[config.mk]
export PLATFORM = sky130hd
export DESIGN_NAME = riscv_zero_fetch
export DESIGN_NICKNAME = d
export VERILOG_FILES = /design/src/rtl/riscv_zero_fetch.sv
export SDC_FILE = /design/constraint.sdc
export NUM_CORES = 1
export LEC_CHECK = 0
export CAP_MARGIN = 20
export CELL_PAD_IN_SITES_DETAIL_PLACEMENT = 1
export CELL_PAD_IN_SITES_GLOBAL_PLACEMENT = 1
export CORE_MARGIN = 5
export CORE_UTILIZATION = 37
export DETAILED_ROUTE_END_ITERATION = 10
export GPL_TIMING_DRIVEN = 0
export PLACE_DENSITY_LB_ADDON = 0.1
export SYNTH_ARGS = -nofsm -noshare
export SYNTH_HDL_FRONTEND = slang
export SYNTH_SLANG_ARGS = --single-unit
[constraint.sdc]
create_clock -name clk -period 2.7 [get_ports clk]
set_input_delay 0.675 -clock clk [delete_from_list [all_inputs] [get_ports clk]]
set_output_delay 0.675 -clock clk [all_outputs]
set_load 0.05 [all_outputs]
[src/rtl/riscv_zero_fetch.sv]
// riscv_zero_fetch: single-outstanding instruction fetch unit.
// Issues one word read at a time, presents the returned word to decode
// through registered outputs, parks one response in a skid buffer while
// decode stalls, and flushes or drops in-flight work on a redirect.
module riscv_zero_fetch #(
    parameter logic [31:0] RESET_PC = 32'h0000_0000,
    parameter logic [31:0] NOP_INST = 32'h0000_0013
) (
    input  logic        clk,
    input  logic        reset,
    output logic        imem_req,
    output logic [31:0] imem_addr,
    input  logic        imem_ready,
    input  logic        imem_rvalid,
    input  logic [31:0] imem_rdata,
    input  logic        stall,
    input  logic        redirect_en,
    input  logic [31:0] redirect_pc,
    output logic        inst_valid,
    output logic [31:0] inst_data,
    output logic [31:0] pc_out
);

    typedef enum logic [1:0] {
        ST_REQ,   // request on the bus, waiting for acceptance
        ST_WAIT,  // request accepted, waiting for its response
        ST_DROP,  // stale request in flight, its response is thrown away
        ST_HOLD   // response parked in the skid buffer behind a stalled word
    } state_t;

    state_t      state_q, state_d;
    logic [31:0] fetch_pc_q, fetch_pc_d;
    logic [31:0] skid_data_q, skid_data_d;
    logic [31:0] skid_pc_q, skid_pc_d;
    logic        inst_valid_q, inst_valid_d;
    logic [31:0] inst_data_q, inst_data_d;
    logic [31:0] pc_out_q, pc_out_d;
    logic        slot_free;

    // Decode can take a new word this cycle if nothing is shown or it is being consumed.
    assign slot_free = !inst_valid_q || !stall;

    // Request is a pure decode of the state, masked so nothing is issued while reset is held.
    assign imem_req  = (state_q == ST_REQ) && !reset;
    assign imem_addr = fetch_pc_q & 32'hFFFF_FFFC;

    assign inst_valid = inst_valid_q;
    assign inst_data  = inst_data_q;
    assign pc_out     = pc_out_q;

    // Next-state logic: redirect overrides normal response and stall handling.
    always_comb begin
        // NOTE: every _d starts from its _q so no path through this block can infer a latch.
        state_d      = state_q;
        fetch_pc_d   = fetch_pc_q;
        skid_data_d  = skid_data_q;
        skid_pc_d    = skid_pc_q;
        inst_valid_d = inst_valid_q;
        inst_data_d  = inst_data_q;
        pc_out_d     = pc_out_q;

        if (redirect_en) begin
            inst_valid_d = 1'b0;
            inst_data_d  = NOP_INST;
            skid_data_d  = 32'h0;
            skid_pc_d    = 32'h0;
            fetch_pc_d   = redirect_pc & 32'hFFFF_FFFC;
            case (state_q)
                ST_REQ:  state_d = imem_ready  ? ST_DROP : ST_REQ;
                ST_WAIT: state_d = imem_rvalid ? ST_REQ  : ST_DROP;
                ST_HOLD: state_d = ST_REQ;
                ST_DROP: state_d = ST_DROP;
                default: state_d = ST_REQ;
            endcase
        end else begin
            // A consumed word leaves the slot empty unless a new one loads below.
            if (inst_valid_q && !stall) begin
                inst_valid_d = 1'b0;
                inst_data_d  = NOP_INST;
            end
            case (state_q)
                ST_REQ: begin
                    if (imem_ready) state_d = ST_WAIT;
                end
                ST_WAIT: begin
                    if (imem_rvalid) begin
                        fetch_pc_d = fetch_pc_q + 32'd4;
                        if (slot_free) begin
                            inst_valid_d = 1'b1;
                            inst_data_d  = imem_rdata;
                            pc_out_d     = fetch_pc_q;
                            state_d      = ST_REQ;
                        end else begin
                            skid_data_d = imem_rdata;
                            skid_pc_d   = fetch_pc_q;
                            state_d     = ST_HOLD;
                        end
                    end
                end
                ST_HOLD: begin
                    if (!stall) begin
                        inst_valid_d = 1'b1;
                        inst_data_d  = skid_data_q;
                        pc_out_d     = skid_pc_q;
                        state_d      = ST_REQ;
                    end
                end
                ST_DROP: begin
                    if (imem_rvalid) state_d = ST_REQ;
                end
                default: state_d = ST_REQ;
            endcase
        end
    end

    // State and output registers with synchronous reset.
    always_ff @(posedge clk) begin
        // NOTE: non-blocking assignments so every register samples pre-edge values.
        if (reset) begin
            state_q      <= ST_REQ;
            fetch_pc_q   <= RESET_PC & 32'hFFFF_FFFC;
            skid_data_q  <= 32'h0;
            skid_pc_q    <= 32'h0;
            inst_valid_q <= 1'b0;
            inst_data_q  <= NOP_INST;
            pc_out_q     <= 32'h0;
        end else begin
            state_q      <= state_d;
            fetch_pc_q   <= fetch_pc_d;
            skid_data_q  <= skid_data_d;
            skid_pc_q    <= skid_pc_d;
            inst_valid_q <= inst_valid_d;
            inst_data_q  <= inst_data_d;
            pc_out_q     <= pc_out_d;
        end
    end

endmodule

Word level (Yosys, flattened, before mapping)
Cells that the tools add are included.
- RAM bits: 0
- bits of input ports: 70
- register bits: 163
- memories: 0
- bits in latches: 0
- word-level logic and storage cells: 64
- ROM bits: 0
- muxes and demuxes: 27
- reductions and logical operators: 16
- bitwise operators: 2
- $add $sub $neg: 1
- $mul: 0
- magnitude comparators: 0
- divide/modulo/power cells: 0
- shift operators: 0
- equality and inequality tests: 10
- operator list (operator ; count):
    $mux 32 ; 10
    $pmux 32 s2 ; 2
    $add 32x3->32 const B ; 1
    $mux 2 ; 8
    $pmux 2 s4 ; 2
    $ne 3x3->1 const B ; 4
    $ne 2x2->1 const B ; 3
    $reduce_bool 2->1 ; 3
    $reduce_and 5->1 ; 1
    $eq 2x2->1 const B ; 2
    $mux 1 ; 4
    $reduce_and 2->1 ; 2
    $reduce_and 4->1 ; 1
    $logic_not 1->1 ; 3
    $reduce_and 3->1 ; 1
    $eq 2x1->1 const B ; 1
    $logic_and 1x1->1 ; 2
    $logic_not 2->1 ; 1
    $not 1->1 ; 2
    $pmux 1 s2 ; 1
    $reduce_or 2->1 ; 1
    $logic_or 1x1->1 ; 1

Longest topological paths before layout
Gate-level depths: netlist of the first run.
- word-level depth: 6
- mapped depth: 7
- depth with buffers taken out: 5

Worst setup path after synthesis of the first run
OpenSTA, ideal clock, no wires.
- kind: input -> output
- from: in reset
- to: out imem_req
- arrival: 2.114 ns
- slack: -0.089 ns
- path buffers: 2
- stages on the path: 3
- cell sequence: clkbuf_1 clkbuf_1 nor3_1
- cells in the longest elaborated chain, start to end: 2
- RTL lines (item ; line ; RTL):
    start, declared ; 10 ; input logic reset,
    $logic_not 1->1 ; 44 ; assign imem_req = (state_q == ST_REQ) && !reset;
    $logic_and 1x1->1 ; 44 ;
    end, declared ; 11 ; output logic imem_req,
Every way passes these cells.

Worst setup path in the final report of the first run
Same ends and word-level chain as after synthesis.

==> impl_metrics.env, run 1 <==
export IMPL_hold_violations=0
export IMPL_synth_edf_count=0
export IMPL_vias=8154
export IMPL_die_w_um=153.4
export IMPL_ios=168
export IMPL_hold_depth=2
export IMPL_seq_area_um2=3143
export IMPL_die_h_um=153.4
export IMPL_final_setup_worst_slack_ps=67.71
export IMPL_final_nets=1236
export IMPL_reg2reg_from="fetch_pc_q[2]"
export IMPL_drtIter0Drc=469
export IMPL_worstRegToRegCells=6
export IMPL_cts_tree="built"
export IMPL_ys_ff_latch=157
export IMPL_syn_inst=982
export IMPL_setup_worst_path_end_class="output pin"
export IMPL_rows=52
export IMPL_cts_buffers=17
export IMPL_timing_reg2reg_setup_slack_ps=320
export IMPL_avgSynthCellArea_um2=7.751
export IMPL_p_int_w=0.004053
export IMPL_power_switching_w=0.001662
export IMPL_synth_top_cell_by_area="dfxtp_1"
export IMPL_period_needed_ps=2632
export IMPL_worst_pin_slew_ps=726.2
export IMPL_max_slew_margin_rel_pct=51.59
export IMPL_start_util_pct=37.61
export IMPL_antenna_found_initial=1
export IMPL_yosysSeqAreaShare_pct=41.30
export IMPL_grt_pass1_vias=8314
export IMPL_required_ps=2030
export IMPL_ant_nets=0
export IMPL_dr_pass1_iters=5
export IMPL_fmaxAchievable_ghz=0.3799
export IMPL_place_congestion=0.8232
export IMPL_yosysTopAreaCellShare_pct=41.30
export IMPL_synth_warnings=0
export IMPL_r2r_end="fetch_pc_q[30]"
export IMPL_ys_flop_type="dfxtp_1"
export IMPL_syn_area_um2=7611
export IMPL_grt_max_degree=17
export IMPL_pwr_share_seq_pct=42.6
export IMPL_grt_pass1_wl_um=46600
export IMPL_pwr_share_clk_pct=42.8
export IMPL_multi_input_area_um2=4053
export IMPL_hold_path_end="skid_pc_q[22]"
export IMPL_cp_start_kind="primary input"
export IMPL_post_route_period_util_pct=97.49
export IMPL_syn2layout_area_growth_pct=33.83
export IMPL_synthTopCellsByArea="dfxtp_1 41%, nand2_1 11%, a21oi_1 5.5%"
export IMPL_drv_slew=0
export IMPL_cts_root_buf="clkbuf_16"
export IMPL_finalSetupViolations=0
export IMPL_clock_latency_ps=440
export IMPL_n_fill_cell=2498
export IMPL_hpwl_um=20840
export IMPL_tns_ps=0
export IMPL_rsz0062_at_grt="true"
export IMPL_wl_per_cell_um=20.60
export IMPL_min_path_type="reg2reg"
export IMPL_fin_skew_ps=14.15
export IMPL_leakagePower_nw=3.269
export IMPL_port_buffers=161
export IMPL_cts_htree_levels=4
export IMPL_crit_arrival_ps=1960
export IMPL_core_um2=20230
export IMPL_yosys_cell_types_count=64
export IMPL_die_area_um2=23540
export IMPL_grt_usage_pct=24.74
export IMPL_irDropWorstVdd_mv=0.4295
export IMPL_p_comb_share_pct=14.7
export IMPL_crit_type="in2out"
export IMPL_drt_wl_total_um=29810
export IMPL_worstHoldStart="skid_pc_q[22]"
export IMPL_diodes=0
export IMPL_powerDensity_nw_per_um2=561.1
export IMPL_swShare_pct=29.08
export IMPL_critical_path_max_fanout=10
export IMPL_hold_buffers=0
export IMPL_detailedPlace_worstSlack_ps=-1033
export IMPL_gr_total_overflow=0
export IMPL_cts_buffer_depth=2
export IMPL_status="completed"
export IMPL_detail_route_vias_per_cell=5.635
export IMPL_cap_violations=0
export IMPL_cts_sinks=157
export IMPL_cts_setup_buffers=0
export IMPL_synthArstFlopShare_pct=0
export IMPL_path_clk_slew_ps=60
export IMPL_drc_errors=0
export IMPL_layout_drive_gt1_share_pct=7.732
==> cells in the mapped netlist (all sizes together), types with 2 or more instances <==
master and count:
inv 6, a32oi 3, nand3 71, or4 5, dfxtp 157, or2 3, nand4 17, nand2 219
nor4b 2, o211ai 3, o21a 11, nand3b 2, o22ai 4, and3 5, o31ai 5, nor2b 6
xnor2 8, a21oi 84, o211a 2, nor3 7, nor2 72, buf 29, a211oi 12, clkbuf 69
a22oi 20, a311o 5, and4 6, nor4 8, nand2b 7, o21ai 18, a311oi 37, mux2i 5
mux2 10, a21o 18, or3 4, nand4b 5, and2 5, o2111a 4, xor2 4, a31oi 10
==> critical path, stage by stage <==
cell and delay [ps]:
clkdlybuf4s50_1 480, buf_4 230, clkbuf_4 220, nor3_4 160, buf_6 190
==> registers in the layout (all words and copies together) (netlist names) <==
signal,count
pc_out,30
fetch_pc_q,30
inst_data,32
inst_valid,1
state_q,2
skid_pc_q,30
skid_data_q,32
==> per-stage QoR <==
stage | total power (W) | util (%) | instance area [µm²] | hold WS [ps] | instances
floorplan | 0.002943 | - | 7627 | 433.8 | 985
global placement | 0.003304 | 47.33 | 9577 | 440.6 | 1416
detailed placement | 0.003313 | 47.33 | 9577 | 447.3 | 1416
CTS | 0.005733 | 50.28 | 10170 | 456.0 | 1447
global route | 0.005892 | 50.34 | 10190 | 474.8 | 1447
finish | 0.005715 | 50.34 | 10190 | 457.5 | 1447
==> placed cells by master (no fill, tap or decap), drive strengths merged, types with 8 or more instances in the layout <==
cell / instances
nand2: 219
clkdlybuf4s50: 160
dfxtp: 157
clkbuf: 87
a21oi: 84
nor2: 72
nand3: 71
a311oi: 37
buf: 31
a22oi: 20
a21o: 18
o21ai: 18
nand4: 17
a211oi: 12
o21a: 11
mux2: 10
a31oi: 10
nor4: 8
xnor2: 8
inv: 8
==> how the worst max path moves through the flow <==
stage	startpoint	endpoint	slack, ps	cells after the start
global route	stall	skid_pc_q[13]	-3	7
detailed placement	reset	imem_req	-1030	5
floorplan	reset	imem_req	340	3
finish	reset	imem_req	70	5
global placement	reset	imem_req	-990	5
CTS	reset	imem_req	10	5
==> area by class of cell <==
class | count | area share, %
repair buffers | 161 | 15.83
well taps | 270 | 3.317
inverters | 6 | 0.2211
plain buffers | 98 | 4.275
flip-flops and latches | 157 | 30.86
clock inverters | 12 | 1.363
clock buffers | 19 | 4.348
multi-input cells | 724 | 39.79
==> logic make-up after synthesis <==
group           synth area share (%)
simple gates                   27.12
compound gates                 22.03
buf+inv                        5.819
flops                          41.30
xor+xnor                       1.381
fa+ha+maj                     0.1644
mux                            2.137
other cells                  0.04927
==> routing by layer <==
metal / wire [µm] / vias to the layer above / GRT usage (%) / share of wire (%)
met5: 13 / - / 0 / 0.044
met4: 828 / 2 / 8.915 / 2.8
met3: 1966 / 58 / 5.796 / 6.6
met2: 14040 / 283 / 40.85 / 47
met1: 12960 / 3953 / 31.67 / 43
li1: - / 3858 / - / -
==> power groups by stage <==
stage / Sequential [W] / Clock [W] / Combinational [W]
6_report: 0.00243 / 0.00244 / 0.000838
4_1_cts: 0.00243 / 0.00247 / 0.000836
5_1_grt: 0.00244 / 0.00256 / 0.000889
3_5_place_dp: 0.00248 / 0 / 0.000829
2_1_floorplan: 0.00263 / 0 / 0.000317
3_3_place_gp: 0.00248 / 0 / 0.000822
==> repair_timing <==
action                                  in CTS  in global routing
endpoints found under the setup margin      32                 21
hold endpoints to repair                     0                  0
gates resized for setup                     16                  7
pin swaps                                    0                  0
(Power assumes the default switching activity.)
==> run 2, diff against run 1 <==
--- a/config.mk
+++ b/config.mk
@@ -10,8 +10,9 @@
 export CELL_PAD_IN_SITES_GLOBAL_PLACEMENT = 1
 export CORE_MARGIN = 5
-export CORE_UTILIZATION = 37
+export CORE_UTILIZATION = 40
 export DETAILED_ROUTE_END_ITERATION = 10
 export GPL_TIMING_DRIVEN = 0
 export PLACE_DENSITY_LB_ADDON = 0.1
+export SLEW_MARGIN = 20
 export SYNTH_ARGS = -nofsm -noshare
 export SYNTH_HDL_FRONTEND = slang
==> constraint.sdc (replaced) <==
create_clock -name clk -period 3.31 [get_ports clk]
set_input_delay 0.4965 -clock clk [delete_from_list [all_inputs] [get_ports clk]]
set_output_delay 0.4965 -clock clk [all_outputs]
set_load 0.05 [all_outputs]
==> run 2 against run 1 <==
Against the previous run: clock-buffer cell count unchanged; utilization up 3.6 points; non-clock buffer count stayed put; clock power shrank 22%; hold slack lost 1.3 ps; first-iteration DRC count rose by 2.6%; sequential power decreased by 19%; register-to-register slack improved by 580 ps; cell count is 2.5% lower; global-route usage grew 1.4 points; sequential share of layout area increased by 0.30 points; clock skew is 2.7 ps lower; critical path type is now reg2out; highest routed layer unchanged.
==> impl_metrics.env, run 2 (same netlist as run 1, synthesis figures left out) <==
export IMPL_status="completed"
export IMPL_drv_slew=0
export IMPL_detail_route_vias_per_cell=5.748
export IMPL_drtIter0Drc=481
export IMPL_die_w_um=147.9
export IMPL_cp_start_kind="flip-flop"
export IMPL_layout_drive_gt1_share_pct=7.052
export IMPL_cts_tree="built"
export IMPL_leakagePower_nw=3.256
export IMPL_cp_slowest_cell="dlymetal6s2s_1"
export IMPL_rsz0062_at_grt="false"
export IMPL_path_clk_slew_ps=60
export IMPL_crit_type="reg2out"
export IMPL_multi_input_area_um2=4036
export IMPL_p_comb_share_pct=14.8
export IMPL_hold_violations=0
export IMPL_post_route_period_util_pct=88.62
export IMPL_cp_cell_sequence="buf_4 -> clkbuf_1 -> clkbuf_2 -> nor3_1 -> dlymetal6s2s_1"
export IMPL_die_h_um=147.9
export IMPL_wl_per_cell_um=20.32
export IMPL_cap_violations=0
export IMPL_finalSetupViolations=0
export IMPL_n_fill_cell=2313
export IMPL_required_ps=2810
export IMPL_cts_htree_levels=4
export IMPL_pwr_share_seq_pct=43.5
export IMPL_antenna_found_initial=2
export IMPL_syn2layout_area_growth_pct=32.55
export IMPL_p_int_w=0.003187
export IMPL_final_nets=1236
export IMPL_die_area_um2=21890
export IMPL_grt_usage_pct=26.15
export IMPL_drc_errors=0
export IMPL_layout_common_cells="219 x nand2_1, 160 x clkdlybuf4s50_1, 157 x dfxtp_1"
export IMPL_grt_pass1_wl_um=45560
export IMPL_pwr_share_clk_pct=41.7
export IMPL_critical_path_max_fanout=10
export IMPL_cts_sinks=157
export IMPL_cts_root_buf="clkbuf_16"
export IMPL_cts_buffers=17
export IMPL_place_congestion=0.8431
export IMPL_setup_worst_path_end_class="output pin"
export IMPL_tns_ps=0
export IMPL_max_slew_margin_rel_pct=39.11
export IMPL_start_util_pct=40.69
export IMPL_irDropWorstVdd_mv=0.3625
export IMPL_fin_skew_ps=11.49
export IMPL_gr_total_overflow=0
export IMPL_cts_setup_buffers=0
export IMPL_diodes=0
export IMPL_grt_max_degree=17
export IMPL_final_setup_worst_slack_ps=376.7
export IMPL_slowest_delay_ps=480
export IMPL_worst_pin_slew_ps=910.0
export IMPL_min_path_type="reg2reg"
export IMPL_cts_buffer_depth=2
export IMPL_port_buffers=161
export IMPL_dr_pass1_iters=5
export IMPL_period_needed_ps=2933
export IMPL_drt_wl_total_um=28670
export IMPL_seq_area_um2=3143
export IMPL_ios=168
export IMPL_ant_nets=0
export IMPL_clock_latency_ps=440
export IMPL_hpwl_um=20530
export IMPL_powerDensity_nw_per_um2=451.9
export IMPL_crit_arrival_ps=2440
export IMPL_vias=8111
export IMPL_fmaxAchievable_ghz=0.3409
export IMPL_swShare_pct=30.09
export IMPL_core_um2=18710
export IMPL_timing_reg2reg_setup_slack_ps=900
export IMPL_power_w=0.004559
export IMPL_power_switching_w=0.001372
export IMPL_final_common_cell="nand2_1"
export IMPL_detailedPlace_worstSlack_ps=-64.51
export IMPL_grt_pass1_vias=8184
export IMPL_hold_buffers=0
export IMPL_rows=50
==> run 2: area by class of cell <==
class,instances,area share [%]
multi-input combinational,724,40.01
sequential,157,31.15
timing repair buffer,161,16.00
clock buffer,19,4.490
buffer,98,4.204
tap,234,2.902
clock inverter,12,1.017
inverter,6,0.2232
==> run 2: worst max-delay path: cells and delay by family, from the launching register on <==
family / cells / cell delay [ps]
buffers and inverters: 4 / 1330
flip-flops: 1 / 300
AND/OR/NAND/NOR: 1 / 380
==> run 2: final timing paths <==
path,from,endpoint,cells after the start
worst min-delay path,skid_pc_q[2],skid_pc_q[2],2
worst max-delay path,state_q[0],imem_req,5
worst min register to register,skid_pc_q[2],skid_pc_q[2],2
worst max register to register,state_q[1],inst_data[23],6
==> run 2: repair_timing <==
item | in CTS | in global routing
gates cloned | 0 | 0
resized for setup | 3 | 1
endpoints found under the setup margin | 1 | 1
==> run 2: power by group through the flow <==
stage | Combinational, W | Clock, W | Sequential (W)
floorplan | 0.000258 | 0 | 0.00214
global placement | 0.000664 | 0 | 0.00202
detailed placement | 0.000671 | 0 | 0.00203
CTS | 0.000675 | 0.00192 | 0.00198
global route | 0.000719 | 0.00201 | 0.00199
finish | 0.000676 | 0.00190 | 0.00198
==> run 2: through the flow <==
stage,utilization (%),instances,hold slack (ps),area (µm²)
floorplan,-,985,433.8,7622
CTS,53.92,1411,459.4,10090
global route,53.93,1411,477.9,10090
detailed placement,50.93,1380,449.8,9527
global placement,50.93,1380,442.9,9527
finish,53.93,1411,456.2,10090
==> run 2: per-layer routing <==
layer	global-route usage (%)	vias to the layer above	part of all wire (%)
li1	-	3854	-
met1	33.56	3963	44
met2	43.73	238	48
met3	5.763	52	6.1
met4	8.822	4	2.5
met5	0	-	0.12
